<file path="src/rtl/delay_tap_calibrator.sv">
// rtl/delay_tap_calibrator.sv - sweeps a muxed delay line for the first high tap and locks to it
// Optional DDCB_SYNC_EN: two-flop sample synchronizer (single input flop when undefined).
module delay_tap_calibrator #(
  parameter  int INPUTS  = 4,
  parameter  int SAMPLES = 16,
  parameter  int SETTLE  = 4,
  localparam int SW      = $clog2(INPUTS)
) (
  input  logic          clk,
  input  logic          rst,
  input  logic          start,
  input  logic          sample_in,
  output logic [SW-1:0] select,
  output logic          busy,
  output logic          done,
  output logic          locked,
  output logic          err,
  output logic [SW-1:0] lock_tap
);

  localparam int OW   = $clog2(SAMPLES + 1);
  localparam int MAXC = (SETTLE > SAMPLES) ? SETTLE : SAMPLES;
  localparam int CW   = $clog2(MAXC);

  typedef enum logic [2:0] {
    ST_IDLE,
    ST_SETTLE,
    ST_SAMPLE,
    ST_EVAL,
    ST_LOCKED,
    ST_FAIL
  } state_t;

  state_t        state_q;
  logic [SW-1:0] select_q;
  logic [SW-1:0] lock_tap_q;
  logic          busy_q;
  logic          done_q;
  logic          locked_q;
  logic          err_q;
  logic [CW-1:0] cnt_q;
  logic [OW-1:0] ones_q;
  logic [OW-1:0] ones_d;
  logic          samp;
  logic          tap_high;

`ifdef DDCB_SYNC_EN
  logic [1:0] sync_q;
  always_ff @(posedge clk or posedge rst) begin
    if (rst) sync_q <= 2'b00;
    else     sync_q <= {sync_q[0], sample_in};
  end
  assign samp = sync_q[1];
`else
  logic sync_q;
  always_ff @(posedge clk or posedge rst) begin
    if (rst) sync_q <= 1'b0;
    else     sync_q <= sample_in;
  end
  assign samp = sync_q;
`endif

  // Saturate so the count can never wrap even if the window were mis-sized.
  always_comb begin
    ones_d = ones_q;
    if (ones_q != OW'(SAMPLES)) ones_d = ones_q + OW'(samp);
  end

  // A tie (exactly half ones) is treated as low.
  assign tap_high = ((32'(ones_q)) << 1) > 32'(SAMPLES);

  always_ff @(posedge clk or posedge rst) begin
    if (rst) begin
      state_q    <= ST_IDLE;
      select_q   <= '0;
      lock_tap_q <= '0;
      busy_q     <= 1'b0;
      done_q     <= 1'b0;
      locked_q   <= 1'b0;
      err_q      <= 1'b0;
      cnt_q      <= '0;
      ones_q     <= '0;
    end else begin
      done_q <= 1'b0;
      case (state_q)
        ST_IDLE, ST_LOCKED, ST_FAIL: begin
          if (start) begin
            state_q  <= ST_SETTLE;
            select_q <= '0;
            busy_q   <= 1'b1;
            locked_q <= 1'b0;
            err_q    <= 1'b0;
            cnt_q    <= '0;
            ones_q   <= '0;
          end
        end
        ST_SETTLE: begin
          if (cnt_q == CW'(SETTLE - 1)) begin
            cnt_q   <= '0;
            state_q <= ST_SAMPLE;
          end else begin
            cnt_q <= cnt_q + 1'b1;
          end
        end
        ST_SAMPLE: begin
          ones_q <= ones_d;
          if (cnt_q == CW'(SAMPLES - 1)) begin
            cnt_q   <= '0;
            state_q <= ST_EVAL;
          end else begin
            cnt_q <= cnt_q + 1'b1;
          end
        end
        ST_EVAL: begin
          if (tap_high && (select_q != '0)) begin
            state_q    <= ST_LOCKED;
            lock_tap_q <= select_q;
            locked_q   <= 1'b1;
            busy_q     <= 1'b0;
            done_q     <= 1'b1;
          end else if (tap_high || (select_q == SW'(INPUTS - 1))) begin
            // Edge before tap 0 or never seen: no wrap-around search.
            state_q  <= ST_FAIL;
            select_q <= '0;
            err_q    <= 1'b1;
            busy_q   <= 1'b0;
            done_q   <= 1'b1;
          end else begin
            state_q  <= ST_SETTLE;
            select_q <= select_q + 1'b1;
            ones_q   <= '0;
          end
        end
        default: begin
          state_q <= ST_IDLE;
        end
      endcase
    end
  end

  assign select   = select_q;
  assign lock_tap = lock_tap_q;
  assign busy     = busy_q;
  assign done     = done_q;
  assign locked   = locked_q;
  assign err      = err_q;

endmodule

</file>
<file path="config.mk">
export PLATFORM = sky130hd
export DESIGN_NAME = delay_tap_calibrator
export DESIGN_NICKNAME = d
export VERILOG_FILES = /design/src/rtl/delay_tap_calibrator.sv
export SDC_FILE = /design/constraint.sdc
export NUM_CORES = 1
export LEC_CHECK = 0
export BUFFER_PORTS_ARGS = -buffer_cell sky130_fd_sc_hd__buf_2
export CORE_ASPECT_RATIO = 2
export CORE_UTILIZATION = 40
export DETAILED_ROUTE_END_ITERATION = 8
export GPL_TIMING_DRIVEN = 1
export PLACE_DENSITY_LB_ADDON = 0.1
export SKIP_LAST_GASP = 1
export SLEW_MARGIN = 20
export SYNTH_ARGS = -nofsm -noshare
export SYNTH_HDL_FRONTEND = slang
export SYNTH_SLANG_ARGS = --single-unit
export TNS_END_PERCENT = 5
</file>
<file path="constraint.sdc">
create_clock -name clk -period 3.3 [get_ports clk]
set_clock_uncertainty 0.15 [all_clocks]
set_input_delay 0.165 -clock clk [delete_from_list [all_inputs] [get_ports clk]]
set_output_delay 0.165 -clock clk [all_outputs]
set_load 0.02 [all_outputs]
</file>
==> flow_summary.json, run 1 <==
{
  "h-tree-depth": 1,
  "cp-start-kind": "register",
  "floorplan.initialDensity_pct": 42.0,
  "detail_route.iter0.violations": 24,
  "cts.repair.resized": 0,
  "yosys.area.top_type": "dfrtp_1",
  "core_area_mm2": 0.00277,
  "syn_to_final_growth_pct": 11.9,
  "ys_ff_latch": 21,
  "design_power_total_w": 0.000950,
  "grt_pass1_vias": 952,
  "power.density_mw_per_mm2": 730,
  "stdcell_count": 159,
  "slew-limit-headroom_pct": 46.2,
  "post-place-cells": 153,
  "crit_path_cell_trace": "or3b_2, o21ai_0, a21boi_1",
  "hold_violations": 0,
  "ys_types": 37,
  "port-buffer-count": 11,
  "globalplace.congestion": 0.774,
  "cp.arrival_ns": 1.94,
  "crit_family": "flip-flops",
  "synth.avg_cell_area_um2": 9.95,
  "timing.fmax_mhz": 524,
  "run_status": "completed",
  "cts_tree": "done",
  "grt_max_degree": 25,
  "synth.cell_area_mm2": 0.00116,
  "diodes": 0,
  "synthMuxAreaShare_pct": 2.80,
  "fin_util_pct": 47.0,
  "clock_path_buffers": 2,
  "fp.dieArea_mm2": 0.00314,
  "p_leak_nw": 0.607,
  "die_h_um": 78.3,
  "hold_slack_ns": 0.122,
  "post-cts-setup-buffer-count": 0,
  "grt_overflow": 0,
  "synth_xor_xnor_area_share_pct": 0.753,
  "rows": 27,
  "top_usage_layer": "met2",
  "yosys_warnings": 0,
  "synth_flop_cell": "dfrtp_1",
  "cp_slowest_cell": "dfrtp_1",
  "netlist.area_leader.share_pct": 45.2,
  "setup_viol": 0,
  "routed_via_density": 5.82,
  "layout_min_cycle_time_ns": 1.91,
  "clk_pin_slew_ns": 0.08,
  "cts_hold_buf": 2,
  "setup_tns_ns": 0,
  "drive_gt1_share_pct": 16.2,
  "postSynthCellCount": 117,
  "yosysSeqAreaShare_pct": 45.2,
  "num_vias": 925,
  "cp_max_fo": 24,
  "cts_num_sinks": 21,
  "synth_edf_count": 0,
  "use_met1_pct": 24.8,
  "synth_top_family_by_area": "compound AO/OA/AOI/OAI gates",
  "clk_latency_ns": 0.26,
  "wl_per_cell_um": 15.2,
  "finalCritPeriodShare_pct": 57.9,
  "grtUsageTotal_pct": 18.8,
  "synth_compound_area_share_pct": 24.5,
  "grt_pass1_wl_um": 4270,
  "synthSimpleGateAreaFrac_pct": 18.2,
  "yosys-top-cells-count": "dfrtp_1 (21), o21ai_0 (10), nor2_1 (8), nand2_1 (7)",
  "final_antenna_net_count": 0,
  "synth-async-reset-ratio_pct": 100,
  "slew_violations": 0,
  "clockRootBuffer": "clkbuf_8",
  "rsz0062_at_grt": "false",
  "tightest_slew_ns": 0.806,
  "crit_required_ns": 3.33,
  "hpwl_um": 1780,
  "nNetsFinal": 140,
  "globalRouteMet3Util_pct": 1.69,
  "drv_cap": 0,
  "synth_area_leaders": "dfrtp_1 (45%), ha_1 (5.4%), o21ai_0 (4.3%), nor2b_1 (2.7%), a21o_1 (2.6%)",
  "ir_drop_uv": 384,
  "wirelength_um": 2410,
  "end_kind": "register",
  "antenna_found_initial": 0,
  "io_pins": 12,
  "yosysMostFrequentCell": "dfrtp_1",
  "drtPass1Iterations": 4,
  "crit_buf_inv": 0,
  "drt_drc_violations_left": 0,
  "synth_nets": 126,
  "critPathKind": "reg2reg",
  "synthAdderAreaFrac_pct": 5.38,
  "cts-buffers-inserted": 3,
  "slowest_delay_ns": 0.77,
  "die_w_um": 40.1,
  "use_met2_pct": 30.5,
  "min_path_type": "in2reg"
}
[where the power goes]
group	internal [W]	switching, W
logic	0.000169	0.000188
registers	0.000324	0.000102
clock network	0.0000840	0.0000834
total	0.000577	0.000374
[per-layer routing]
layer | vias up | wire length (um)
li1 | 457 | -
met1 | 454 | 1050
met2 | 12 | 1290
met3 | 2 | 48
met4 | 0 | 28
met5 | - | 0
[per-stage QoR]
stage | area, um^2 | setup slack [ns]
5_1_grt | 1300 | 1.27
3_5_place_dp | 1240 | 1.42
4_1_cts | 1300 | 1.40
2_1_floorplan | 1160 | 1.60
6_report | 1300 | 1.39
3_3_place_gp | 1240 | 1.45
[registers in the layout, summed over array words and instances, names as in the netlist]
| signal | count |
|---|---|
| busy | 1 |
| cnt_q | 4 |
| done | 1 |
| err | 1 |
| lock_tap | 2 |
| locked | 1 |
| ones_q | 5 |
| samp | 1 |
| select | 2 |
| state_q | 3 |
[logic make-up (layout without fill, tap and decap cells)]
kind of cell,Yosys count,count (layout)
XOR/XNOR,1,1
multiplexers,3,3
AO/OA/AOI/OAI,41,41
AND/OR/NAND/NOR,37,37
adder cells (fa/ha/maj),5,5
flip-flops,21,21
buffers and inverters,9,22
[area by class of cell]
type                       instances  area (um^2)
fill                             275         1470
multi-input combinational         87          601
sequential                        21          526
timing repair buffer              13         75.1
clock buffer                       3         41.3
tap                               29         36.3
inverter                           5         18.8
clock inverter                     1         5.00
[worst paths after layout]
| check | slack [ns] | end | cells past startpoint | from |
|---|---|---|---|---|
| min | 0.12 | busy | 3 | start |
| max reg2reg | 1.39 | ones_q[4] | 3 | state_q[1] |
| min in group asynchronous | 0.45 | state_q[2] | 3 | rst |
| min reg2reg | 0.36 | lock_tap[1] | 1 | lock_tap[1] |
| max | 1.39 | ones_q[4] | 3 | state_q[1] |
| max in group asynchronous | 2.05 | ones_q[4] | 3 | rst |
[layout by cell type (no fill, tap or decap), types with 3 or more instances in the layout]
master and n:
nor2b_1 5, nor2_1 8, a21o_1 4, nand2b_1 4, inv_1 5, ha_1 5
nand3_1 3, clkbuf_8 3, buf_2 11, nand3b_1 3, o21ai_0 10, a22o_1 3
a21oi_1 5, dfrtp_1 21, nand2_1 7
[tightest hold or removal path, delay by kind of cell]
kind,cells,cell delay [ns]
buffers and inverters,1,0.12
AO/OA/AOI/OAI,2,0.21
No activity file was read; power rests on OpenSTA's default activity.
==> inputs of run 2 (changes only) <==
- ABC_AREA: not set -> 1
- clock period: 3.3 -> 1.63 ns (I/O delays scaled with it)
==> run 2 against run 1 <==
Compared with the run above:
- wire length is 1.5% higher
- sequential share of layout area down 2.3 points
- highest routed layer unchanged
- die area down 0.21%
- combinational power increased to 2.9 times the previous value
- critical path type unchanged
- register-to-register slack got worse by 1.3 ns
- via count up 13%
- global-route usage increased by 0.39 points
- clock power increased by 99%
- worst hold slack got worse by 0.013 ns
- clock-buffer cell count grew 1
- flip-flop and latch count is the same
- setup slack got worse by 1.3 ns
==> flow_summary.json, run 2 <==
{
  "seq_power_share_pct": 36.3,
  "port-buffer-count": 11,
  "grt_overflow": 0,
  "cts-buffers-inserted": 3,
  "slew-limit-headroom_pct": 78.6,
  "min_path_type": "in2reg",
  "h-tree-depth": 1,
  "synth_area_leaders": "dfrtp_1 (45%), nand2_1 (13%), inv_1 (6.1%), nand3_1 (5.6%), ha_1 (5.4%)",
  "clock_path_buffers": 2,
  "grt_pass1_vias": 1044,
  "reg_top3": "ones_q: 5 flops, cnt_q: 4 flops, state_q: 3 flops",
  "ys_ff_latch": 21,
  "wirelength_um": 2450,
  "r2r-start": "state_q[2]",
  "cts_tree": "done",
  "clk_pin_slew_ns": 0.07,
  "tightest_slew_ns": 0.319,
  "finalCritPeriodShare_pct": 93.6,
  "io_pins": 12,
  "detail_route.iter0.violations": 12,
  "p_sw_w": 0.000958,
  "ir_drop_uv": 807,
  "drtPass1Iterations": 4,
  "min_from": "start",
  "die_w_um": 40.1,
  "place_ws_ns": -0.0607,
  "finalWorstSetupSlack_ns": 0.104,
  "fillers": 268,
  "power.density_mw_per_mm2": 1570,
  "yosys-top-cells-count": "nand2_1 (41), dfrtp_1 (21), inv_1 (19), nor2_1 (16), nand3_1 (13)",
  "antenna_found_initial": 0,
  "netlist.area_leader.share_pct": 45.3,
  "largest_reg_flops": 5,
  "p_leak_nw": 0.743,
  "setup_tns_ns": 0,
  "synth.cell_area_mm2": 0.00116,
  "routed_via_density": 5.19,
  "clk_latency_ns": 0.25,
  "yosys_warnings": 0,
  "timing.fmax_mhz": 656,
  "postSynthCellCount": 149,
  "cts_num_sinks": 21,
  "rsz0062_at_grt": "true",
  "synth.avg_cell_area_um2": 7.79,
  "layout_min_cycle_time_ns": 1.53,
  "end_kind": "register",
  "nNetsFinal": 182,
  "regMostFlops": "ones_q",
  "diodes": 0,
  "clkPwrFrac_pct": 15.3,
  "grtUsageTotal_pct": 19.2,
  "grt_max_degree": 22,
  "yosys.area.top_type": "dfrtp_1",
  "core_area_mm2": 0.00274,
  "ys_types": 21,
  "yosysSeqAreaShare_pct": 45.3,
  "slew_violations": 0,
  "syn_to_final_growth_pct": 19.1,
  "yosysMostFrequentCell": "nand2_1",
  "wl_per_cell_um": 12.2,
  "cp-start-kind": "register",
  "drv_cap": 0,
  "crit_required_ns": 1.67,
  "synth_nets": 158,
  "fp.dieArea_mm2": 0.00314,
  "hold_violations": 0,
  "cp_max_fo": 6,
  "p_int_w": 0.00122,
  "crit_start": "state_q[2]",
  "final_common_cell": "nand2_1",
  "multiInputGateArea_um2": 577,
  "final_cell_mix": "nand2_1 (40), dfrtp_1 (21), inv_1 (19), nand3_1 (13), nor2_1 (12)",
  "globalplace.congestion": 0.738,
  "run_status": "completed",
  "drive_gt1_share_pct": 22.7,
  "synth-async-reset-ratio_pct": 100,
  "die_h_um": 78.2,
  "grt_pass1_wl_um": 4310,
  "setup_viol": 0,
  "synth_edf_count": 0,
  "cp.arrival_ns": 1.57,
  "floorplan.initialDensity_pct": 42.4,
  "synth_flop_cell": "dfrtp_1",
  "rows": 27,
  "drt_drc_violations_left": 0,
  "p_sw_share_pct": 44.1,
  "critPathKind": "reg2reg",
  "final_antenna_net_count": 0,
  "clockRootBuffer": "clkbuf_8",
  "power_frac_comb_pct": 48.4,
  "hpwl_um": 1890,
  "seqCellArea_um2": 526,
  "num_vias": 1043
}
## run 2: worst paths after layout
kind                                to  slack [ns]  cells past startpoint
min in group asynchronous          err        0.24                      4
max in group asynchronous    ones_q[0]        0.88                      4
min reg2reg                lock_tap[0]        0.34                      2
max reg2reg                     locked        0.10                      6
max                             locked        0.10                      6
min                               busy        0.11                      4
## run 2: cell type report
cell class,count,share of cell area [%]
Clock buffer,4,3.26
Inverter,21,5.70
Multi-Input combinational cell,107,41.7
Sequential cell,21,38.0
Tap cell,29,2.62
Timing Repair Buffer,19,8.69
## run 2: power groups by stage
stage / clock (W) / sequential (W) / combinational [W]
2_1_floorplan: 0 / 0.000825 / 0.000712
6_report: 0.000332 / 0.000789 / 0.00105
3_5_place_dp: 0 / 0.000794 / 0.00101
5_1_grt: 0.000370 / 0.000808 / 0.00122
4_1_cts: 0.000342 / 0.000788 / 0.00102
3_3_place_gp: 0 / 0.000789 / 0.000997
## run 2: timing repair
| item | 4_1_cts | 5_1_grt |
|---|---|---|
| pin swaps | 0 | 1 |
| gates resized for setup | 1 | 7 |
| hold buffers | 2 | 0 |
| endpoints found under the hold margin | 22 | 0 |
| setup endpoints to repair | 5 | 9 |
| buffers inserted | 0 | 2 |
## run 2: stage by stage
| step | hold slack [ns] | cell area [um^2] | util [%] | cells | power [W] |
|---|---|---|---|---|---|
| after detailed placement | -0.0229 | 1280 | 46.9 | 193 | 0.00180 |
| after global placement | -0.0256 | 1280 | 46.9 | 193 | 0.00179 |
| after CTS | 0.111 | 1350 | 49.3 | 199 | 0.00215 |
| final | 0.110 | 1380 | 50.5 | 201 | 0.00217 |
| after floorplan | -0.0920 | 1160 | - | 149 | 0.00154 |
| after global routing | 0.132 | 1380 | 50.5 | 201 | 0.00239 |
## run 2: cell families after synthesis
| logic type | Yosys count | synth area share (%) |
|---|---|---|
| fa+ha+maj | 5 | 5.39 |
| xor+xnor | 2 | 1.51 |
| compound gates | 12 | 6.36 |
| buf+inv | 21 | 6.79 |
| simple gates | 88 | 34.7 |
| flops | 21 | 45.3 |
## run 2: routing by layer
| layer | global-route usage, % | part of all wire, % |
|---|---|---|
| met1 | 22.4 | 39 |
| met4 | 8.62 | 2.7 |
| met5 | 0 | 0 |
| met2 | 32.6 | 57 |
| met3 | 1.69 | 1.3 |
## run 2: critical path: stages (launching register included)
cell     delay [ns]
dfrtp_1        0.43
inv_2          0.11
nand2_1        0.09
nor2_2         0.15
nand4_1        0.25
buf_4          0.22
nand2_1        0.06
